[src/rtl/axi_fifo_wr_packer_if.sv]
// Pixel-stream input and FIFO write port of the write-side packer.
// The packer takes the slave side; the producer/FIFO environment takes the master side.
interface axi_fifo_wr_packer_if #(
    parameter int IN_W  = 16,
    parameter int RATIO = 4
);
    localparam int OUT_W = IN_W * RATIO;

    logic              s_valid;
    logic [IN_W-1:0]   s_data;
    logic              s_last;
    logic              s_ready;
    logic [OUT_W-1:0]  fifo_wr_data;
    logic [RATIO-1:0]  fifo_wr_keep;
    logic              fifo_wr_en;
    logic              fifo_wr_vld;

    modport slave (
        input  s_valid, s_data, s_last, fifo_wr_vld,
        output s_ready, fifo_wr_data, fifo_wr_keep, fifo_wr_en
    );

    modport master (
        output s_valid, s_data, s_last, fifo_wr_vld,
        input  s_ready, fifo_wr_data, fifo_wr_keep, fifo_wr_en
    );
endinterface

[src/rtl/axi_fifo_wr_packer.sv]
// Packs RATIO narrow beats LSB-first into one FIFO word, with a 2-entry
// output queue for FIFO backpressure and zero-padded flush on s_last.
module axi_fifo_wr_packer #(
    parameter int IN_W  = 16,
    parameter int RATIO = 4,
    parameter int OUT_W = IN_W * RATIO,
    parameter int CNT_W = 16
) (
    input  logic             clk,
    input  logic             rst_n,
    axi_fifo_wr_packer_if.slave bus,
    output logic             line_done,
    output logic [CNT_W-1:0] word_cnt
);
    localparam int IDX_W = (RATIO > 1) ? $clog2(RATIO) : 1;
    localparam int E_W   = OUT_W + RATIO + 1;
    localparam logic [IDX_W-1:0] LAST_IDX = IDX_W'(RATIO - 1);

    logic [IDX_W-1:0] idx;
    logic [OUT_W-1:0] acc_data;
    logic [OUT_W-1:0] nxt_data;
    logic [RATIO-1:0] acc_keep;
    logic [RATIO-1:0] nxt_keep;
    // Queue entries are {last, keep, data}; hd is always the oldest word.
    logic [E_W-1:0]   hd;
    logic [E_W-1:0]   tl;
    logic [E_W-1:0]   new_ent;
    logic [1:0]       q_cnt;
    logic             s_ready;
    logic             acc;
    logic             push;
    logic             pop;

    assign s_ready     = (q_cnt < 2'd2);
    assign bus.s_ready = s_ready;
    assign acc         = bus.s_valid & s_ready;
    assign push        = acc & ((idx == LAST_IDX) | bus.s_last);
    // Gated by rst_n so the FIFO never sees a write in the reset cycle.
    assign pop         = rst_n & (q_cnt != 2'd0) & bus.fifo_wr_vld;

    assign bus.fifo_wr_en   = pop;
    assign bus.fifo_wr_data = (q_cnt != 2'd0) ? hd[OUT_W-1:0] : '0;
    assign bus.fifo_wr_keep = (q_cnt != 2'd0) ? hd[OUT_W +: RATIO] : '0;

    always_comb begin
        nxt_data = acc_data;
        nxt_keep = acc_keep;
        for (int i = 0; i < RATIO; i++) begin
            if (idx == IDX_W'(i)) begin
                nxt_data[i*IN_W +: IN_W] = bus.s_data;
                nxt_keep[i]              = 1'b1;
            end
        end
    end

    assign new_ent = {bus.s_last, nxt_keep, nxt_data};

    always_ff @(posedge clk) begin
        if (!rst_n) begin
            idx       <= '0;
            acc_data  <= '0;
            acc_keep  <= '0;
            hd        <= '0;
            tl        <= '0;
            q_cnt     <= 2'd0;
            word_cnt  <= '0;
            line_done <= 1'b0;
        end else begin
            if (acc) begin
                if (push) begin
                    idx      <= '0;
                    acc_data <= '0;
                    acc_keep <= '0;
                end else begin
                    idx      <= idx + IDX_W'(1);
                    acc_data <= nxt_data;
                    acc_keep <= nxt_keep;
                end
            end

            case ({push, pop})
                2'b10: begin
                    if (q_cnt == 2'd0) hd <= new_ent;
                    else               tl <= new_ent;
                    q_cnt <= q_cnt + 2'd1;
                end
                2'b01: begin
                    hd    <= tl;
                    tl    <= '0;
                    q_cnt <= q_cnt - 2'd1;
                end
                2'b11: begin
                    // Occupancy unchanged; the new word lands behind whatever remains.
                    if (q_cnt == 2'd1) begin
                        hd <= new_ent;
                    end else begin
                        hd <= tl;
                        tl <= new_ent;
                    end
                end
                default: ;
            endcase

            line_done <= pop & hd[E_W-1];
            word_cnt  <= word_cnt + CNT_W'(pop);
        end
    end
endmodule
[src/flat_wrapper.sv]
// flat-port wrapper written by rule: the top's interface ports become plain ports
module axi_fifo_wr_packer_flat 
#(
    parameter int IN_W  = 16,
    parameter int RATIO = 4,
    parameter int OUT_W = IN_W * RATIO,
    parameter int CNT_W = 16
)
  (clk, rst_n, line_done, word_cnt, bus_s_valid, bus_s_data, bus_s_last, bus_fifo_wr_vld, bus_s_ready, bus_fifo_wr_data, bus_fifo_wr_keep, bus_fifo_wr_en);
  axi_fifo_wr_packer_if #(.IN_W(IN_W), .RATIO(RATIO)) bus_i ();
  input  logic clk;
  input  logic rst_n;
  output logic line_done;
  output logic [CNT_W-1:0] word_cnt;
  input wire logic [$bits(bus_i.s_valid)-1:0] bus_s_valid;
  input wire logic [$bits(bus_i.s_data)-1:0] bus_s_data;
  input wire logic [$bits(bus_i.s_last)-1:0] bus_s_last;
  input wire logic [$bits(bus_i.fifo_wr_vld)-1:0] bus_fifo_wr_vld;
  output wire logic [$bits(bus_i.s_ready)-1:0] bus_s_ready;
  output wire logic [$bits(bus_i.fifo_wr_data)-1:0] bus_fifo_wr_data;
  output wire logic [$bits(bus_i.fifo_wr_keep)-1:0] bus_fifo_wr_keep;
  output wire logic [$bits(bus_i.fifo_wr_en)-1:0] bus_fifo_wr_en;
  assign bus_i.s_valid = bus_s_valid;
  assign bus_i.s_data = bus_s_data;
  assign bus_i.s_last = bus_s_last;
  assign bus_i.fifo_wr_vld = bus_fifo_wr_vld;
  assign bus_s_ready = bus_i.s_ready;
  assign bus_fifo_wr_data = bus_i.fifo_wr_data;
  assign bus_fifo_wr_keep = bus_i.fifo_wr_keep;
  assign bus_fifo_wr_en = bus_i.fifo_wr_en;
  axi_fifo_wr_packer #(.IN_W(IN_W), .RATIO(RATIO), .OUT_W(OUT_W), .CNT_W(CNT_W)) u_core (.clk(clk), .rst_n(rst_n), .bus(bus_i), .line_done(line_done), .word_cnt(word_cnt));
endmodule
[config.mk]
export PLATFORM = sky130hd
export DESIGN_NAME = axi_fifo_wr_packer_flat
export DESIGN_NICKNAME = d
export VERILOG_FILES = /design/src/rtl/axi_fifo_wr_packer_if.sv /design/src/rtl/axi_fifo_wr_packer.sv /design/src/flat_wrapper.sv
export SDC_FILE = /design/constraint.sdc
export NUM_CORES = 1
export LEC_CHECK = 0
export CORE_UTILIZATION = 39
export CTS_CLUSTER_DIAMETER = 80
export DETAILED_ROUTE_END_ITERATION = 7
export PLACE_DENSITY_LB_ADDON = 0.05
export SLEW_MARGIN = 40
export SYNTH_ARGS = -nofsm -noshare
export SYNTH_HDL_FRONTEND = slang
export SYNTH_SLANG_ARGS = --single-unit
[constraint.sdc]
create_clock -name clk -period 3.7 [get_ports clk]
set_input_delay 0.37 -clock clk [delete_from_list [all_inputs] [get_ports clk]]
set_output_delay 0.37 -clock clk [all_outputs]
set_load 0.01 [all_outputs]
After elaboration in Yosys (flattened, before gate mapping)
Index checks and enable logic that the tools add are counted.

Logic and storage cells: 56. Bits in registers: 227. Output and inout port bits: 87. Input port bits: 21.

Bitwise gates (word level): 6. Mux-type cells: 20. Add/sub/neg operators: 4. Equal/unequal tests: 10. $lt $le $gt $ge: 1. Reductions and logical operators: 7.

Operators with widths (count): case mux 69 bit (3 select lines) (2); 2-to-1 mux 69 bit (4); 2-to-1 mux 64 bit (2); 2-to-1 mux 16 bit (4); adder 16 x 1 -> 16 bit (1); equality test 2 bit (second input constant) (4); 2-to-1 mux 4 bit (2); equality test 2 x 1 -> 1 bit (second input constant) (3); bitwise AND 1 bit (5); adder 2 x 1 -> 2 bit (second input constant) (2); zero test 2 bit (2); 2-to-1 mux 1 bit (4); != test 2 bit (second input constant) (2); case mux 2 bit (2 select lines) (1); nonzero test 2 bit (2); AND reduction 3 bit (1); nonzero test 3 bit (1); less-than comparator 2 bit (second input constant) (1); 2-to-1 mux 2 bit (1); != test 2 x 1 -> 1 bit (second input constant) (1); AND reduction 2 bit (1); subtractor 2 x 1 -> 2 bit (second input constant) (1); bitwise OR 1 bit (1).

Logic depth before layout (Yosys ltp)
Gate-level depths: netlist of run 1.

Depth in word-level cells: 6. Depth in mapped cells: 13. Mapped depth without buffers: 10.

Worst setup path after synthesis of run 1
Ideal clock, no wire load.

Path kind: reg-to-reg. From: reg u_core.q_cnt[1]. To: reg u_core.hd[52]. Stages on the path, launching flop included: 14. Buffers on the path: 5. Library setup time: 0.070 ns. Setup slack: 1.098 ns. Required time: 3.630 ns. Clock period less this slack: 2.602 ns. Arrival: 2.533 ns. Path through: dfxtp_1 inv_1 ha_1 nand3b_4 inv_4 clkbuf_1 ha_1 clkbuf_1 o21a_1 buf_6 buf_8 buf_8 a21oi_2 a21oi_1.

Word-level cells in the longest chain between the ends: 6. Elaborated cells on any way between the ends: 16. Those cells by class: 1 x order compare; 5 x eq/ne; 2 x mux; 4 x bitwise; 4 x reduce/logical.

Ends and longest elaborated chain: from (decl) (line axi_fifo_wr_packer.sv:28) `logic [1:0] q_cnt;`; from (signal assigned) (line axi_fifo_wr_packer.sv:85) `q_cnt <= q_cnt + 2'd1;`; from (signal assigned) (line axi_fifo_wr_packer.sv:90) `q_cnt <= q_cnt - 2'd1;`; less-than comparator 2 bit (*) (line axi_fifo_wr_packer.sv:34) `assign s_ready = (q_cnt < 2'd2);`; net bus_s_ready (line flat_wrapper.sv:19) `output wire logic [$bits(bus_i.s_ready)-1:0] bus_s_ready;`; bitwise AND 1 bit (*) (line axi_fifo_wr_packer.sv:36) `assign acc = bus.s_valid & s_ready;`; bitwise AND 1 bit (*) (line axi_fifo_wr_packer.sv:37) `assign push = acc & ((idx == LAST_IDX) | bus.s_last);`; equality test 2 bit or equality test 2 x 1 -> 1 bit (tied branches) (line axi_fifo_wr_packer.sv:81) `case ({push, pop})`; != test 2 x 1 -> 1 bit (no line) or nonzero test 3 bit (tied branches); AND reduction 2 bit (no line); to (signal assigned) (line axi_fifo_wr_packer.sv:83) `if (q_cnt == 2'd0) hd <= new_ent;`; to (signal assigned) (line axi_fifo_wr_packer.sv:88) `hd <= tl;`; to (signal assigned) (line axi_fifo_wr_packer.sv:95) `hd <= new_ent;`; to (decl) (line axi_fifo_wr_packer.sv:25) `logic [E_W-1:0] hd;`.

Mark *: on every way through the listed nets, which the timed path passes. The rest lies on a longest branch. A chain may end at the register's enable or synchronous reset.

Final worst setup path of run 1
From: reg u_core.q_cnt[1]. To: out bus_fifo_wr_data[18].

Word-level cells in the longest chain between the ends: 2.

Ends and longest elaborated chain: nonzero test 2 bit (line axi_fifo_wr_packer.sv:42) `assign bus.fifo_wr_data = (q_cnt != 2'd0) ? hd[OUT_W-1:0] : '0;`; 2-to-1 mux 64 bit (line axi_fifo_wr_packer.sv:42); to (decl) (line flat_wrapper.sv:20) `output wire logic [$bits(bus_i.fifo_wr_data)-1:0] bus_fifo_wr_data;`.

Every way passes these cells.

==> flow_summary.yaml, run 1 <==
grt:
  grt_overflow_total: 0
  grt_antenna_before_repair: 0
  groute.usage.overall_pct: 20.8
  first_pass_grt_wire_length_um: 44000
  vias_in_the_first_global_route: 7657
  grt_start_max_net_pins: 94
cts:
  cts_root_buffer: "sky130_fd_sc_hd__clkbuf_16"
  hold_buffers: 0
  clkLatencyLatePin_ns: 0.53
  cts.reportedPaths.clkPinSlew_ns: 0.05
  cts_sinks: 227
  cts_inserted_buffers: 26
  cts.repair.resized: 0
  max-clock-path-buffers: 3
  postCtsSetupRepairBufs: 0
  tritoncts_clock_tree: "built"
  ctsHtreeMaxLevel: 1
synth:
  ys_top_cells_by_count: "227 x sky130_fd_sc_hd__dfxtp_1, 186 x sky130_fd_sc_hd__nor2_1, 125 x sky130_fd_sc_hd__a21oi_1"
  share_of_the_synthesized_area_in_the_top_cell_type_pct: 44.4
  synth.net_count: 1156
  synth_ff_type: "sky130_fd_sc_hd__dfxtp_1"
  ys_seq_area_share_pct: 44.4
  netlist-cell-type-count: 41
  synth-warning-count: 0
  number_of_storage_elements_in_the_synthesis_netlist: 227
  post_synth_main_area_contributors: "sky130_fd_sc_hd__dfxtp_1 44%, sky130_fd_sc_hd__a221oi_2 7.2%, sky130_fd_sc_hd__nor2_1 6.8%, sky130_fd_sc_hd__a21oi_1 6.1%, sky130_fd_sc_hd__mux2_2 5.3%"
  post_synthesis_async_set_or_reset_flop_share_pct: 0
  yosysMostFrequentCell: "sky130_fd_sc_hd__dfxtp_1"
  mean_instance_size_in_the_synthesized_netlist_um2: 9.11
  synthDominantAreaCellType: "sky130_fd_sc_hd__dfxtp_1"
  netlist_area_um2: 10200
  postSynthCellCount: 1123
  synth_edf_count: 0
sta:
  timing.slew.headroom_pct: 45.3
  fin_crit_ns: 2.77
  rsz0062_at_grt: "no"
  finalHoldWorstSlack_ns: 0.409
  worst_pin_slew_ns: 0.821
  setup_slack_ns: 0.933
  finalMaxSlewViolations: 0
  final_hold_viol_count: 0
  layout_worst_path_cycle_share_pct: 74.8
  setup_total_negative_slack_ns: 0
  setup_violations: 0
  maxClockFrequency_mhz: 361
  finClkSkew_ns: 0.00980
floorplanning:
  dieHeight_um: 164
  floorplan.die.width_um: 164
  ioPinCount: 108
  placement_rows: 58
  core_region_area_um2: 25500
  die_outline_area_um2: 26900
  initial_core_util_pct: 40.2
setup_path:
  setup_crit_path_kind: "reg -> out"
  setup.worst_path.end_class: "output pin"
  worst_setup_path_start_kind: "flop"
  worst_ep_arrival_time_ns: 2.40
  worst-endpoint-required_ns: 3.33
  critical_path_peak_fanout: 70
routing:
  vias_per_cell: 5.39
  postRouteWirelength_um: 27900
  route.detailed.wl_per_inst_um: 18.3
  drt_iter0_drc: 538
  drtPass1Iterations: 6
  drtAntennaViolNets: 0
  drc_errors: 0
  total_via_count_in_the_routed_design: 8202
finish:
  nets: 1209
  seqCellArea_um2: 4540
  multi_input_area_um2: 5200
  fillers: 2418
  areaGrowthSynthToFinish_pct: 20.5
  final_layout_size_suffix_gt1_share_pct: 15.6
  diodes: 0
place:
  portBuffers: 107
  post-dp-hpwl_um: 16300
  preCtsSetupSlack_ns: 0.666
  rd_place_congestion: 0.750
pwr:
  finalPower_uw: 6590
  irDropWorstVdd_uv: 267
  p_leak_uw: 0.00455
  power_per_cell_area_nw_per_um2: 535
worst_hold_path:
  min_path_type: "in -> reg"
run_status:
  run_status: "completed"
run:
  drv_cap: 0
==> worst paths after layout <==
kind,cells past startpoint,slack [ns],end,from
setup / recovery,5,0.93,bus_fifo_wr_data[18],u_core.q_cnt[1]
hold / removal,4,0.41,u_core.line_done,rst_n
setup reg to reg,8,1.12,u_core.tl[39],u_core.q_cnt[1]
hold reg to reg,2,0.48,u_core.acc_keep[0],u_core.acc_keep[0]
==> state kept, by name, indices dropped and copies added, names as in the netlist <==
register / flops
u_core.acc_data: 64
u_core.line_done: 1
u_core.acc_keep: 4
u_core.word_cnt: 16
u_core.hd: 69
u_core.q_cnt: 2
u_core.idx: 2
u_core.tl: 69
==> metal layers <==
layer | vias to the layer above | share of wire, % | track usage, %
met2 | 157 | 46 | 33.7
li1 | 4083 | - | -
met3 | 31 | 3.5 | 2.63
met4 | 0 | 1.2 | 3.96
met1 | 3931 | 50 | 29.7
met5 | - | 0 | 0
==> logic make-up (layout without fill, tap and decap cells) <==
group	after synthesis	in the layout	synth area share [%]
buffers and inverters	113	183	5.26
xor gates and xnor gates	12	12	1.03
adders and majority gates	12	12	1.47
DFF	227	227	44.4
muxes	65	65	6.95
and+or+nand+nor	381	381	19.0
AOI/OAI and AO/OA	313	313	21.9
==> through the flow <==
stage	std cells	area [µm²]	utilization, %
floorplan	1123	10200	-
global placement	1476	11400	44.9
detailed placement	1478	11500	45.1
CTS	1523	12300	48.4
global route	1523	12300	48.4
finish	1523	12300	48.4
==> layout make-up <==
type	instances	share of cell area (%)
Clock buffer	38	6.22
Clock inverter	7	0.487
Inverter	7	0.244
Multi-Input combinational cell	783	42.2
Sequential cell	227	36.9
Tap cell	330	3.35
Timing Repair Buffer	131	10.6
==> placed cells by master (no fill, tap or decap), types with 2 or more instances in the layout <==
cell / count
sky130_fd_sc_hd__and4_1: 3
sky130_fd_sc_hd__a21oi_1: 125
sky130_fd_sc_hd__xor2_1: 7
sky130_fd_sc_hd__buf_6: 2
sky130_fd_sc_hd__nor2b_1: 70
sky130_fd_sc_hd__buf_4: 17
sky130_fd_sc_hd__or3_1: 3
sky130_fd_sc_hd__mux2_2: 48
sky130_fd_sc_hd__xnor2_1: 5
sky130_fd_sc_hd__nand3_1: 8
sky130_fd_sc_hd__clkbuf_1: 6
sky130_fd_sc_hd__a221oi_2: 49
sky130_fd_sc_hd__a22oi_1: 49
sky130_fd_sc_hd__buf_12: 4
sky130_fd_sc_hd__clkbuf_16: 27
sky130_fd_sc_hd__nor3_1: 21
sky130_fd_sc_hd__a21oi_2: 10
sky130_fd_sc_hd__nor3b_1: 49
sky130_fd_sc_hd__clkinv_2: 7
sky130_fd_sc_hd__nor2_1: 186
sky130_fd_sc_hd__nor4_1: 3
sky130_fd_sc_hd__ha_1: 7
sky130_fd_sc_hd__clkdlybuf4s50_1: 106
sky130_fd_sc_hd__ha_2: 5
sky130_fd_sc_hd__clkbuf_8: 5
sky130_fd_sc_hd__inv_1: 5
sky130_fd_sc_hd__and3_1: 17
sky130_fd_sc_hd__nand4_1: 4
sky130_fd_sc_hd__dfxtp_1: 227
sky130_fd_sc_hd__nand2_1: 7
sky130_fd_sc_hd__mux2i_1: 17
sky130_fd_sc_hd__and2_1: 5
sky130_fd_sc_hd__o21ai_0: 72
==> power breakdown <==
group          total (µW)  internal, µW  switching (µW)
registers            2740          2640             101
clock network        2500          1490            1000
logic                1350           537             817
total                6590          4670            1920
==> critical path: stages, from the launching register on <==
cell                              delay (ns)
sky130_fd_sc_hd__dfxtp_1                0.31
sky130_fd_sc_hd__inv_1                  0.12
sky130_fd_sc_hd__ha_2                   0.20
sky130_fd_sc_hd__buf_4                  0.58
sky130_fd_sc_hd__nor2b_1                0.13
sky130_fd_sc_hd__clkdlybuf4s50_1        0.51
Power figures use the tool's default switching activity.
==> run 2: changes to the inputs <==
==> constraint.sdc (replaced) <==
create_clock -name clk -period 2.75 [get_ports clk]
set_input_delay 0.275 -clock clk [delete_from_list [all_inputs] [get_ports clk]]
set_output_delay 0.275 -clock clk [all_outputs]
set_load 0.01 [all_outputs]
==> run 2 against run 1 <==
Effect of this change: final cell count up 0.26%; utilization increased by 0.62 points; clock skew shrank 0.0012 ns; sequential cell count unchanged; global-route usage down 0.14 points; hold slack worse by 0.12 ns; largest cell class unchanged; wire length rose by 0.13%; total power up 40%; non-clock buffer count increased by 2; via count increased by 0.82%.
==> flow_summary.yaml, run 2 (synthesis gave the netlist of run 1 again) <==
cts:
  max-clock-path-buffers: 3
  cts.repair.resized: 1
  cts_sinks: 227
  cts_inserted_buffers: 26
  hold_buffers: 0
  tritoncts_clock_tree: "built"
  clkLatencyLatePin_ns: 0.53
  cts_root_buffer: "sky130_fd_sc_hd__clkbuf_16"
  postCtsSetupRepairBufs: 0
  cts.reportedPaths.clkPinSlew_ns: 0.06
  ctsHtreeMaxLevel: 1
setup_path:
  setup.worst_path.end_class: "output pin"
  worst_setup_path_start_kind: "flop"
  critical_path_peak_fanout: 70
  worst-endpoint-required_ns: 2.48
  worst_ep_arrival_time_ns: 2.24
  setup_crit_path_kind: "reg -> out"
sta:
  finClkSkew_ns: 0.00862
  rsz0062_at_grt: "no"
  timing.slew.headroom_pct: 59.3
  finalMaxSlewViolations: 0
  finalHoldWorstSlack_ns: 0.287
  layout_worst_path_cycle_share_pct: 91.6
  setup_violations: 0
  fin_crit_ns: 2.52
  worst_pin_slew_ns: 0.611
  maxClockFrequency_mhz: 397
  setup_total_negative_slack_ns: 0
  final_hold_viol_count: 0
floorplanning:
  initial_core_util_pct: 40.2
  floorplan.die.width_um: 164
  placement_rows: 58
  dieHeight_um: 164
  die_outline_area_um2: 26900
  ioPinCount: 108
  core_region_area_um2: 25500
routing:
  vias_per_cell: 5.42
  drtPass1Iterations: 5
  total_via_count_in_the_routed_design: 8269
  drt_iter0_drc: 580
  topRoutingLayerUsed: "met4"
  drtAntennaViolNets: 0
  route.layer.met1.wl_um: 13700
  met3RoutedLength_um: 1060
  route.detailed.wl_per_inst_um: 18.3
  dr_wl_met2_um: 12700
  postRouteWirelength_um: 27900
  drc_errors: 0
finish:
  final_layout_size_suffix_gt1_share_pct: 16.0
  final_core_utilization_pct: 49.0
  nets: 1211
  diodes: 0
  top_registers: "u_core.hd x69, u_core.tl x69, u_core.acc_data x64"
  areaGrowthSynthToFinish_pct: 22.0
  final_cell_mix: "227 x sky130_fd_sc_hd__dfxtp_1, 186 x sky130_fd_sc_hd__nor2_1, 125 x sky130_fd_sc_hd__a21oi_1"
  instances_no_fill: 1527
  layout_commonest_cell: "sky130_fd_sc_hd__dfxtp_1"
pwr:
  p_leak_uw: 0.00463
  power_per_cell_area_nw_per_um2: 740
  irDropWorstVdd_uv: 436
grt:
  groute.usage.overall_pct: 20.7
  vias_in_the_first_global_route: 7709
  first_pass_grt_wire_length_um: 44000
  grt_overflow_total: 0
  grt_start_max_net_pins: 94
  grt_antenna_before_repair: 0
run_status:
  run_status: "completed"
run:
  drv_cap: 0
place:
  place.detailed.instances: 1480
  portBuffers: 107
  post-dp-hpwl_um: 16100
  rd_place_congestion: 0.713
worst_hold_path:
  min_path_type: "in -> reg"
-- run 2: changes by cell type in the layout (fill, tap and decap cells not counted), sizes merged --
| cell | previous run | this run |
|---|---|---|
| clkbuf | 38 | 39 |
| clkinv | 7 | 6 |
| buf | 25 | 27 |
| bufinv | 1 | 3 |
-- run 2: where the power goes --
part	switching [µW]	leakage [µW]	internal [µW]
logic	1110	0.00232	737
registers	124	0.00184	3550
clock network	1390	0.000469	2330
-- run 2: area by class of cell --
| type | instances | area (µm²) |
|---|---|---|
| sequential | 227 | 4540 |
| clock buffer | 39 | 821 |
| fill | 2439 | 13000 |
| inverter | 7 | 30.0 |
| multi-input combinational | 783 | 5190 |
| clock inverter | 8 | 115 |
| tap | 330 | 413 |
| timing repair buffer | 133 | 1370 |
-- run 2: final timing paths --
kind	from	slack, ns	cells past startpoint	to
hold / removal	rst_n	0.29	4	u_core.line_done
setup / recovery	u_core.q_cnt[1]	0.23	5	bus_fifo_wr_data[58]
hold reg to reg	u_core.hd[68]	0.47	1	u_core.line_done
setup reg to reg	u_core.q_cnt[1]	0.36	10	u_core.tl[44]
-- run 2: critical path, stage by stage (launching register included) --
cell,delay (ns)
sky130_fd_sc_hd__dfxtp_1,0.31
sky130_fd_sc_hd__inv_1,0.13
sky130_fd_sc_hd__ha_2,0.21
sky130_fd_sc_hd__buf_6,0.42
sky130_fd_sc_hd__nor2b_1,0.11
sky130_fd_sc_hd__clkdlybuf4s50_1,0.50
-- run 2: routing by layer --
layer / up-vias / global-route usage, %
met1: 3969 / 29.2
li1: 4094 / -
met2: 168 / 33.5
met4: 0 / 4.88
met3: 38 / 2.40
met5: - / 0
-- run 2: stage by stage --
stage / area [µm²] / power [µW] / worst slack [ns]
final: 12500 / 9240 / 0.231
after global routing: 12500 / 9700 / 0.0553
after CTS: 12500 / 9360 / 0.159
after detailed placement: 11500 / 5600 / 0.128
after global placement: 11500 / 5590 / 0.170
after floorplan: 10200 / 4950 / 0.148
==> run 3: changes to the inputs <==
--- a/config.mk
+++ b/config.mk
@@ -9,6 +9,7 @@
 export CTS_CLUSTER_DIAMETER = 80
 export DETAILED_ROUTE_END_ITERATION = 7
 export PLACE_DENSITY_LB_ADDON = 0.05
+export SKIP_LAST_GASP = 1
 export SLEW_MARGIN = 40
 export SYNTH_ARGS = -nofsm -noshare
 export SYNTH_HDL_FRONTEND = slang
==> results of run 3 <==
Same layout as run 2: the final DEF is identical, and so are final timing and power.
